--- config.mk ---
export PLATFORM = sky130hd
export DESIGN_NAME = knap_search
export DESIGN_NICKNAME = d
export VERILOG_FILES = /design/src/rtl/knap_search.sv
export SDC_FILE = /design/constraint.sdc
export NUM_CORES = 1
export LEC_CHECK = 0
export CAP_MARGIN = 15
export CORE_ASPECT_RATIO = 0.9
export CORE_UTILIZATION = 43
export DETAILED_ROUTE_END_ITERATION = 12
export GPL_TIMING_DRIVEN = 0
export PLACE_DENSITY_LB_ADDON = 0.3
export SYNTH_ARGS = -nofsm -noshare
export SYNTH_HDL_FRONTEND = slang
export SYNTH_SLANG_ARGS = --single-unit
--- constraint.sdc ---
create_clock -name clk -period 3 [get_ports clk]
set_input_delay 0.6 -clock clk [delete_from_list [all_inputs] [get_ports clk]]
set_output_delay 0.6 -clock clk [all_outputs]
set_load 0.05 [all_outputs]
--- src/rtl/knap_search.sv ---
// knap_search: sweeps all 32 selections of five items (A..E) past an
// external combinational feasibility checker and keeps the highest-value
// feasible selection. Ties keep the lower-indexed selection.
// Optional macro KNAP_COUNT_EN adds a saturating count of feasible selections
// on the valid_count port; without it the port and counter do not exist.
//
// state    | meaning
// ---------+----------------------------------------------------------
// ST_IDLE  | waiting for start; results of the last sweep are held
// ST_SWEEP | cand steps 0..31, one checker evaluation per cycle
// ST_DONE  | single-cycle done pulse, then back to ST_IDLE
module knap_search #(
  parameter int VAL_W = 32,
  parameter int V0    = 4,
  parameter int V1    = 2,
  parameter int V2    = 2,
  parameter int V3    = 1,
  parameter int V4    = 10
) (
  input  logic             clk,
  input  logic             rst,
  input  logic             start,
  input  logic             valid,
  output logic [4:0]       cand,
  output logic             busy,
  output logic             done,
  output logic             found,
  output logic [4:0]       best_sel,
  output logic [VAL_W-1:0] best_value
`ifdef KNAP_COUNT_EN
  ,
  output logic [5:0]       valid_count
`endif
);

  localparam logic [1:0] ST_IDLE  = 2'd0;
  localparam logic [1:0] ST_SWEEP = 2'd1;
  localparam logic [1:0] ST_DONE  = 2'd2;

  logic [1:0]       state;
  logic [VAL_W-1:0] cand_value;
  logic             take_cand;

  // Value of the selection on cand, wrapping at VAL_W bits.
  always_comb begin
    cand_value = '0;
    if (cand[0]) cand_value = cand_value + VAL_W'(V0);
    if (cand[1]) cand_value = cand_value + VAL_W'(V1);
    if (cand[2]) cand_value = cand_value + VAL_W'(V2);
    if (cand[3]) cand_value = cand_value + VAL_W'(V3);
    if (cand[4]) cand_value = cand_value + VAL_W'(V4);
  end

  // Strict compare: an equal-valued later selection never displaces the earlier one.
  always_comb begin
    take_cand = valid && (!found || (cand_value > best_value));
  end

  assign busy = (state == ST_SWEEP);
  assign done = (state == ST_DONE);

  // Sequencer and best-so-far tracking.
  always_ff @(posedge clk) begin
    if (rst) begin
      state      <= ST_IDLE;
      cand       <= '0;
      found      <= 1'b0;
      best_sel   <= '0;
      best_value <= '0;
    end else begin
      case (state)
        ST_IDLE: begin
          if (start) begin
            state      <= ST_SWEEP;
            cand       <= '0;
            found      <= 1'b0;
            best_sel   <= '0;
            best_value <= '0;
          end
        end
        ST_SWEEP: begin
          if (take_cand) begin
            found      <= 1'b1;
            best_sel   <= cand;
            best_value <= cand_value;
          end
          // cand wraps 31 -> 0 on the last evaluation.
          cand <= cand + 5'd1;
          if (cand == 5'd31) state <= ST_DONE;
        end
        ST_DONE: begin
          state <= ST_IDLE;
        end
        default: begin
          state <= ST_IDLE;
          cand  <= '0;
        end
      endcase
    end
  end

`ifdef KNAP_COUNT_EN
  // Count feasible selections, saturating at 32 (the full sweep).
  always_ff @(posedge clk) begin
    if (rst) begin
      valid_count <= '0;
    end else if ((state == ST_IDLE) && start) begin
      valid_count <= '0;
    end else if ((state == ST_SWEEP) && valid && (valid_count != 6'd32)) begin
      valid_count <= valid_count + 6'd1;
    end
  end
`endif

endmodule

---- Word level (Yosys, flattened, before mapping) ----
Cells that the tools add are included.
word-level totals
  output and inout port bits .............. 45
  word-level logic and storage cells ...... 44
  input bits .............................. 4
  register bits ........................... 45
cells by class
  magnitude comparators ................... 1
  mux-type cells .......................... 18
  equal/unequal tests ..................... 6
  add/sub/neg operators ................... 5
  bitwise gates (word level) .............. 1
  reduce and logical (&&, ||, !) cells .... 8
operators by type and width
  operator                                       number
  2-to-1 mux 32 bit                              6
  adder 32 x 2 -> 32 bit, second input constant  2
  one-hot mux 32 bit (2 select lines)            1
  adder 32 x 1 -> 32 bit, second input constant  1
  adder 32 x 4 -> 32 bit, second input constant  1
  greater-than comparator 32 bit                 1
  one-hot mux 5 bit (3 select lines)             1
  2-to-1 mux 5 bit                               2
  one-hot mux 5 bit (2 select lines)             1
  adder 5 x 1 -> 5 bit, second input constant    1
  == test 5 bit, second input constant           1
  2-to-1 mux 2 bit                               2
  != test 2 x 1 -> 1 bit, second input constant  2
  one-hot mux 2 bit (2 select lines)             1
  AND reduction 2 bit                            2
  2-to-1 mux 3 bit                               1
  AND reduction 3 bit                            1
  == test 2 x 1 -> 1 bit, second input constant  1
  == test 2 bit, second input constant           1
  logical NOT 2 bit                              1
  2-to-1 mux 1 bit                               2
  != test 2 bit, second input constant           1
  one-hot mux 1 bit (2 select lines)             1
  nonzero test 2 bit                             1
  other kinds (4)                                4

---- Depth between registers and ports, before layout ----
Gate-level depths: netlist of run 1.
  depth after elaboration ................. 14
  depth in mapped cells ................... 11
  depth with buffers taken out ............ 11

---- Least setup slack after synthesis of run 1 ----
No wires, ideal clock.
  path kind ............................... reg-to-reg
  from .................................... reg cand[0]
  to ...................................... reg best_value[2]
  data arrival time ....................... 2,995 ps
  path buffers ............................ 0
  library setup time ...................... 116 ps
  stages on the path, launching flop included .. 12
  path slack .............................. -111 ps
  data required time ...................... 2,884 ps
  period minus slack after synthesis ...... 3,111 ps
  path through ............................ dfxtp_1 > ha_1 > mux2_1 > ha_1 > nand2b_1 > xnor2_1 > ha_1 > a21o_1 > a21oi_2 > a21o_4 > nand2_1 > a41o_1
between the ends
  longest elaborated chain between the ends .. 14
  elaborated cells between the ends (all ways) .. 16
  classes of those cells .................. add/sub: 4; order compare: 1; eq/ne: 1; mux: 7; reduce/logical: 3
ends and longest elaborated chain
  item                              RTL line  source
  from (decl)                       24        output logic [4:0] cand,
  from (signal assigned)            88        cand <= cand + 5'd1;
  2-to-1 mux 3 bit *                47        if (cand[0]) cand_value = cand_value + VAL_W'(V0);
  adder 32 x 2 -> 32 bit            48        if (cand[1]) cand_value = cand_value + VAL_W'(V1);
  2-to-1 mux 32 bit *               48
  adder 32 x 2 -> 32 bit            49        if (cand[2]) cand_value = cand_value + VAL_W'(V2);
  2-to-1 mux 32 bit *               49
  adder 32 x 1 -> 32 bit            50        if (cand[3]) cand_value = cand_value + VAL_W'(V3);
  2-to-1 mux 32 bit *               50
  adder 32 x 4 -> 32 bit            51        if (cand[4]) cand_value = cand_value + VAL_W'(V4);
  2-to-1 mux 32 bit *               51
  greater-than comparator 32 bit    56        take_cand = valid && (!found || (cand_value > best_value));
  logical OR 1 bit                  56
  logical AND 1 bit                 56
  != test 2 x 1 -> 1 bit (no line)  -
  AND reduction 3 bit (no line)     -
  to (signal assigned)              85        best_value <= cand_value;
  to (decl)                         29        output logic [VAL_W-1:0] best_value
Every way passes the cells marked *; elsewhere a longest branch is shown, timed or not. The select of a mux whose other input is x is not followed.
A chain may end at the register's enable or synchronous reset.

---- Worst setup path in the final report of run 1 ----
Ends and elaborated chain as after synthesis.

==> reports/qor.txt, run 1 <==
Post-synthesis cell type with the largest combined area = dfxtp_1
DRC viols = 0
RSZ-0062 raised after global routing = false
DP Worst Slack = 62.22 ps
Asr flop ratio synth = 0%
CTS sink cnt = 17
GRT overflow = 0
PortBufs = 20
First-pass GRT wire length = 4443 um
Synth unique cells = 34
Synth Register Bits = 17
Synth area leaders = dfxtp_1, buf_4, ha_1, a21oi_1, o211ai_1
Post-Route WL = 2832 um
Gr usage total = 19.12%
Hold-fix buffers, CTS = 0
Fmax = 349.8 MHz
Layout Nets = 214
Die W = 58.69 um
Max Cap Viol = 0
Layout cells sized above 1 = 25.63%
Syn Area/Cell = 8.518 um2
Clk_lat worst skew = 300 ps
Endpoints failing setup = 0
YS warnings = 0
Detailed Place HPWL = 2075 um
Largest net degree at the start of global routing = 11
CP Max Fanout = 7
Core ar. = 2748 um2
Worst VDD drop = 0.0002249 V
Vert. Die Dim = 53.02 um
Mapped Area = 1244 um2
Min Tclk post-route = 2859 ps
Clock skew = 6.447 ps
CTS Buf Count = 3
WL/cell = 11.85 um
Starting Density = 45.26%
Via Count = 1120
Final antenna-violating net count = 0
Top FF cell, synth = dfxtp_1
Top-area cell type share of the netlist area = 27.36%
Worst Tran Pin Value = 510.0 ps
Top-count cell post-synth = buf_4
DR iter-0 viols = 28
IO Count = 49
Slew HR = 65.89%
Initial antenna violation count = 0
Max Slew Vio Count = 0
Post-synthesis sequential area ratio = 27.36%
Sum of negative setup slack = 0 ps
Longest Clk Path Bufs = 2
Clk root buf = clkbuf_4
Leakage = 0.7876 nW
Synth top cells by count = buf_4, dfxtp_1, a21oi_1
RD Place Congestion = 0.8093
Status = finished, final reports clean
TritonRoute pass-1 iters = 4
Setup crit end kind = flip-flop
Vias per cell = 4.686
Vias in the first global route = 1029
Worst path required time = 3200 ps
Clock transition at path regs = 110 ps
Post-synth EDFFs = 0
PwrDens = 328.1 nW/um2
Period utilization = 95.29%
Die area = 3112 um2
Hold WC Path Type = flip-flop to flip-flop
Post-synthesis to final-layout area growth = 35.41%
Final Hold Viols = 0
Crit path kind = flip-flop to flip-flop
CTS tree = done
Synthesized instance count = 146
Worst Setup Start Kind = flip-flop
N_diodes = 0
Std-Cell Rows = 18
Htree depth = 1
Worst Slack Setup Final = 141.3 ps
Worst EP arrival = 3060 ps
[kinds of logic (layout without fill, tap and decap cells)]
kind of cell	after synthesis	after routing	synth area share, %
xor gates and xnor gates	3	3	2.113
and+or+nand+nor	40	40	15.90
adders and majority gates	10	10	10.06
AOI/OAI and AO/OA	34	35	21.43
buffers and inverters	39	65	21.03
other	1	27	0.3015
DFF	17	17	27.36
muxes	2	2	1.811
[layer usage]
metal / vias up / track usage (%) / wire length, um
met1: 514 / 20.83 / 1194
li1: 557 / - / -
met4: 0 / 5.952 / 14
met3: 2 / 5.134 / 200
met5: - / 0 / 0
met2: 47 / 36.02 / 1423
[where the power goes]
part           switching [mW]  internal (mW)
registers             0.00396          0.229
logic                   0.135         0.0562
clock network          0.0788         0.0497
total                   0.218          0.335
[cell usage in the layout (no fill, tap or decap), types with 2 or more instances in the layout]
| master | instances |
|---|---|
| a21o_1 | 2 |
| a21oi_1 | 14 |
| a21oi_2 | 2 |
| a21oi_4 | 2 |
| and3_1 | 2 |
| buf_2 | 2 |
| buf_4 | 29 |
| clkbuf_1 | 2 |
| clkbuf_4 | 3 |
| clkdlybuf4s50_1 | 20 |
| conb_1 | 27 |
| dfxtp_1 | 15 |
| ha_1 | 10 |
| inv_1 | 6 |
| nand2_1 | 9 |
| nand2b_1 | 3 |
| nand3_1 | 7 |
| nand3b_1 | 2 |
| nor2_1 | 10 |
| nor2b_1 | 4 |
| o211ai_1 | 7 |
[flip-flops by register name, indices dropped and copies added (netlist names)]
register / cells
best_sel: 5
best_value: 4
cand: 5
found: 1
state: 2
[critical path, cell delays in order, from the launching register on]
cell      delay, ps
dfxtp_4         380
ha_1            310
mux2_4          280
ha_1            190
nand2b_1        170
xnor2_2         170
ha_1            310
a21o_1          210
a21oi_4         200
a21o_4          200
nand2_1          90
a41o_1          260
[timing repair]
action,CTS,global route
setup buffers,0,2
endpoints found under the hold margin,0,0
endpoints found under the setup margin,0,9
resized for setup,0,6
[path summary, 6_finish.rpt]
| check | start | slack (ps) | to | cells after the start |
|---|---|---|---|---|
| setup / recovery | cand[0] | 140 | best_value[2] | 11 |
| hold / removal | best_sel[0] | 480 | best_sel[0] | 2 |
| setup reg to reg | cand[0] | 140 | best_value[2] | 11 |
| hold reg to reg | best_sel[0] | 480 | best_sel[0] | 2 |
[through the flow]
| step | area [um2] | hold slack, ps | total power [mW] | utilization (%) | cells |
|---|---|---|---|---|---|
| 2_1_floorplan | 1344 | 545.4 | 0.3979 | - | 172 |
| 3_3_place_gp | 1594 | 458.1 | 0.4183 | 58.01 | 232 |
| 3_5_place_dp | 1594 | 462.1 | 0.4207 | 58.01 | 232 |
| 4_1_cts | 1622 | 481.1 | 0.5494 | 59.02 | 236 |
| 5_1_grt | 1684 | 511.2 | 0.5795 | 61.29 | 239 |
| 6_report | 1684 | 475.7 | 0.5526 | 61.29 | 239 |
[layout make-up]
cell class              count  area, um2
well taps                  40      50.05
fillers                   258       1064
clock buffers               3      22.52
clock inverters             1      5.005
plain buffers              33      239.0
flip-flops and latches     17      345.3
multi-input cells         117      772.0
repair buffers             22      227.7
inverters                   6      22.52
No activity file was read; power rests on OpenSTA's default activity.
==> run 2, diff against run 1 <==
--- a/config.mk
+++ b/config.mk
@@ -9,7 +9,6 @@
 export CORE_ASPECT_RATIO = 0.9
 export CORE_UTILIZATION = 43
 export DETAILED_ROUTE_END_ITERATION = 12
-export GPL_TIMING_DRIVEN = 0
 export PLACE_DENSITY_LB_ADDON = 0.3
 export SYNTH_ARGS = -nofsm -noshare
 export SYNTH_HDL_FRONTEND = slang
==> run 2 against run 1 <==
Net effect:
- critical path depth did not move
- setup slack worse by 58 ps
- final area fell by 14%
- clock skew decreased by 3.6 ps
- clock power hardly changed
- first-iteration DRC count shrank 29%
- sequential power is essentially flat
- die area unchanged
- final cell count down 13%
==> reports/qor.txt, run 2 (synthesized netlist as in run 1, its figures left out) <==
Status = finished, final reports clean
Vert. Die Dim = 53.02 um
WL/cell = 12.68 um
Clock transition at path regs = 100 ps
Most used cell, CP = ha_1
R2R Setup Slk = 80 ps
RD Place Congestion = 0.7754
Worst reg2reg endpoint = best_value[2]
CP max stage delay = 360 ps
Gr usage total = 16.55%
Crit-path cells = ha_1 -> mux2_1 -> ha_1 -> nand2b_1 -> xnor2_2 -> ha_1 -> a21o_1 -> a21oi_4 -> a21o_4 -> nand2_1 -> a41o_1
Starting Density = 45.26%
Clk root buf = clkbuf_4
Longest Clk Path Bufs = 2
Largest regs = best_sel: 5 flops, cand: 5 flops, best_value: 4 flops
DP Worst Slack = 62.66 ps
Clock skew = 2.828 ps
PortBufs = 21
Critical path depth in cells = 11
Clk_lat worst skew = 290 ps
Via Count = 1020
First-pass GRT wire length = 3884 um
Critical R2R Launch = cand[0]
Vias in the first global route = 859
Leakage = 0.6183 nW
Most frequent cells in the layout = conb_1, clkdlybuf4s50_1, dfxtp_1, a21oi_1
Max Cap Viol = 0
Critical Path Start = cand[0]
CP max-delay cell = dfxtp_2
Crit path kind = flip-flop to flip-flop
Worst Tran Pin Value = 647.8 ps
Hold-fix buffers, CTS = 0
Fmax = 342.9 MHz
Final antenna-violating net count = 0
Post-synthesis to final-layout area growth = 16.40%
DR iter-0 viols = 20
Fill count = 277
Layout cells sized above 1 = 10.78%
Most common cell after layout, fill and taps aside = conb_1
CTS tree = done
Hold Path Cell Cnt = 2
Worst Setup Start Kind = flip-flop
Buf/Inv on CP = 0
Critical path's top delay family = compound AO/OA/AOI/OAI gates
Post-Route WL = 2625 um
DRC viols = 0
Endpoints failing setup = 0
Layout Nets = 182
Vias per cell = 4.928
Min Tclk post-route = 2916 ps
Setup crit end kind = flip-flop
Period utilization = 97.21%
Worst VDD drop = 0.0002172 V
FF-to-FF path depth = 11
Final Util = 52.69%
Slew HR = 56.68%
Largest net degree at the start of global routing = 18
Worst setup path endpoint = best_value[2]
TritonRoute pass-1 iters = 4
IO Count = 49
Worst path required time = 3190 ps
N_diodes = 0
CP Max Fanout = 7
Hold WC Path Type = flip-flop to flip-flop
Core ar. = 2748 um2
Worst Slack Setup Final = 83.68 ps
Htree depth = 1
GRT overflow = 0
Die W = 58.69 um
CTS sink cnt = 17
Final Hold Viols = 0
CTS Buf Count = 3
Detailed Place HPWL = 1801 um
PwrDens = 359.2 nW/um2
Initial antenna violation count = 0
Max Slew Vio Count = 0
Std-Cell Rows = 18
Worst EP arrival = 3110 ps
Die area = 3112 um2
[run 2: metrics by stage]
stage / instance area [um2] / hold WS, ps / instances / power [mW] / setup TNS [ps]
final: 1448 / 475.3 / 207 / 0.5199 / 0
after global routing: 1448 / 502.9 / 207 / 0.5448 / -13.72
after CTS: 1399 / 476.6 / 205 / 0.5161 / 0
after detailed placement: 1373 / 462.0 / 201 / 0.3905 / 0
after global placement: 1373 / 466.8 / 201 / 0.3892 / 0
after floorplan: 1344 / 545.4 / 172 / 0.3979 / 0
[run 2: cell type report]
type	count	area (um2)	area share, %
Clock buffer	4	26.28	1.815
Multi-Input combinational cell	117	768.2	53.07
Timing Repair Buffer	23	237.7	16.42
Tap cell	40	50.05	3.457
Inverter	6	22.52	1.556
Sequential cell	17	342.8	23.68
[run 2: worst min path at each step]
| stage | end | start |
|---|---|---|
| 2_1_floorplan | state[0] | state[1] |
| 3_3_place_gp | best_sel[0] | best_sel[0] |
| 3_5_place_dp | best_sel[0] | best_sel[0] |
| 4_1_cts | best_sel[0] | best_sel[0] |
| 5_1_grt | best_sel[2] | best_sel[2] |
| 6_report | best_sel[0] | best_sel[0] |
[run 2: timing repair]
item | in CTS | in global routing
gates resized for setup | 0 | 3
endpoints found under the setup margin | 0 | 8
buffers inserted | 0 | 1
[run 2: report_power, final]
part	total [mW]	internal, mW	switching (mW)
combinational	0.157	0.0297	0.127
clock	0.127	0.0517	0.0757
sequential	0.236	0.230	0.00596
total	0.520	0.311	0.209
[run 2: metal layers]
metal	GRT usage [%]	part of all wire (%)
met1	20.97	45
met2	26.82	45
met3	3.912	7.4
met4	7.143	2.6
met5	0	0
[run 2: worst min-delay path, cell delays in order (launching register included)]
cell     delay [ps]
dfxtp_1         320
nand3_1          60
a21oi_1          50
==> run 3, diff against run 2 <==
--- a/config.mk
+++ b/config.mk
@@ -9,6 +9,7 @@
 export CORE_ASPECT_RATIO = 0.9
 export CORE_UTILIZATION = 43
 export DETAILED_ROUTE_END_ITERATION = 12
+export MAX_ROUTING_LAYER = met4
 export PLACE_DENSITY_LB_ADDON = 0.3
 export SYNTH_ARGS = -nofsm -noshare
 export SYNTH_HDL_FRONTEND = slang
==> run 3 against run 2 <==
Net effect:
- critical path depth did not move
- sequential share of layout area rose by 0.21 points
- clock-buffer cell count did not move
- highest routed layer unchanged
==> reports/qor.txt, run 3 (synthesized netlist as in run 1, its figures left out) <==
Clock transition at path regs = 100 ps
Worst path required time = 3190 ps
Gr usage total = 17.10%
Dpl cell area = 1373 um2
RSZ-0062 raised after global routing = false
Logic gate share of total power = 30.1%
Met3 Use GR = 3.667%
PwrDens = 360.3 nW/um2
Die area = 3112 um2
Endpoints failing setup = 0
Leakage = 0.6109 nW
Sw Ratio = 39.99%
Psw = 0.2068 mW
Clk_lat worst skew = 290 ps
DRC viols = 0
WL/cell = 12.61 um
GRT overflow = 0
Fill count = 280
GR Util met2 = 26.63%
N_diodes = 0
Most common cell after layout, fill and taps aside = conb_1
Status = finished, final reports clean
Vias in the first global route = 855
Setup crit end kind = flip-flop
Std-Cell Rows = 18
Worst hold start = best_sel[0]
RD Place Congestion = 0.7859
Final Util = 52.23%
Hold WC Path Type = flip-flop to flip-flop
Vias per cell = 4.797
Initial antenna violation count = 0
Core ar. = 2748 um2
Vert. Die Dim = 53.02 um
Largest regs = best_sel: 5 flops, cand: 5 flops, best_value: 4 flops
Min Tclk post-route = 2880 ps
Crit path kind = flip-flop to flip-flop
Final antenna-violating net count = 0
Worst Setup Start Kind = flip-flop
CTS sink cnt = 17
Sequential share of power = 45.6%
Post-synthesis to final-layout area growth = 15.39%
Detailed Place HPWL = 1801 um
Clock power share = 24.4%
DR iter-0 viols = 27
P_int = 0.3103 mW
Worst Tran Pin Value = 639.6 ps
IO Count = 49
Starting Density = 45.26%
Finished Cell Area = 1435 um2
TritonRoute pass-1 iters = 4
FF-to-FF path depth = 11
Worst VDD drop = 0.0002171 V
Most frequent cells in the layout = conb_1, clkdlybuf4s50_1, dfxtp_1, a21oi_1
Sum of negative setup slack = 0 ps
Clk root buf = clkbuf_4
Clock skew = 0.9926 ps
Final Hold Viols = 0
Critical Path Start = cand[0]
CP Max Fanout = 7
Slew HR = 57.23%
First-pass GRT wire length = 3891 um
Critical R2R Launch = cand[0]
Hold Path Cell Cnt = 2
Htree depth = 1
Layout Nets = 182
CTS Buf Count = 3
Largest net degree at the start of global routing = 18
Die W = 58.69 um
Hold-fix buffers, CTS = 0
Max Cap Viol = 0
Grt peak-use layer = met2
PortBufs = 21
Layout cells sized above 1 = 11.38%
Longest Clk Path Bufs = 2
Fmax = 347.2 MHz
Period utilization = 96.01%
Post-Route WL = 2610 um
Worst EP arrival = 3070 ps
M1 GR Usage = 21.57%
Via Count = 993
CTS tree = done
Max Slew Vio Count = 0
run 3: final cells by class:
type	count	area, um2	share of cell area, %
Multi-Input combinational cell	117	768.2	53.53
Timing Repair Buffer	23	225.2	15.69
Inverter	6	22.52	1.569
Clock buffer	4	26.28	1.831
Sequential cell	17	342.8	23.89
Tap cell	40	50.05	3.487
run 3: path summary, 6_finish.rpt:
kind	to	slack, ps
worst min register to register	best_sel[0]	470
worst max register to register	best_value[2]	120
worst max-delay path	best_value[2]	120
worst min-delay path	best_sel[0]	470
run 3: what timing repair did:
| action | CTS | global route |
|---|---|---|
| endpoints found under the hold margin | 0 | 0 |
| endpoints found under the setup margin | 0 | 8 |
| gates resized for setup | 0 | 4 |
| buffers inserted | 0 | 1 |
run 3: metal layers:
layer / part of all wire, % / wire length, um
met1: 45 / 1187
met2: 45 / 1171
met3: 7.4 / 193
met4: 2.2 / 57
met5: 0 / 0
run 3: per-stage QoR:
stage	hold slack, ps	power [mW]	setup WS [ps]	std cells
3_3_place_gp	466.8	0.3892	147.4	201
4_1_cts	476.6	0.5161	47.05	205
2_1_floorplan	545.4	0.3979	108.4	172
3_5_place_dp	462.0	0.3905	62.66	201
6_report	474.6	0.5171	119.8	207
5_1_grt	502.9	0.5437	12.88	207
run 3: critical path, stage by stage, from the launching register on:
cell and delay [ps]:
dfxtp_2 360, ha_1 320, mux2_2 300, ha_1 190, nand2b_1 170, xnor2_2 160, ha_1 310, a21o_1 220
a21oi_4 210, a21o_4 200, nand2_1 80, a41o_1 260
run 3: power by group through the flow:
stage	Sequential [mW]	Combinational, mW	Clock, mW
detailed placement	0.241	0.150	0
floorplan	0.248	0.150	0
CTS	0.235	0.150	0.130
global route	0.237	0.164	0.143
finish	0.236	0.155	0.126
global placement	0.241	0.149	0
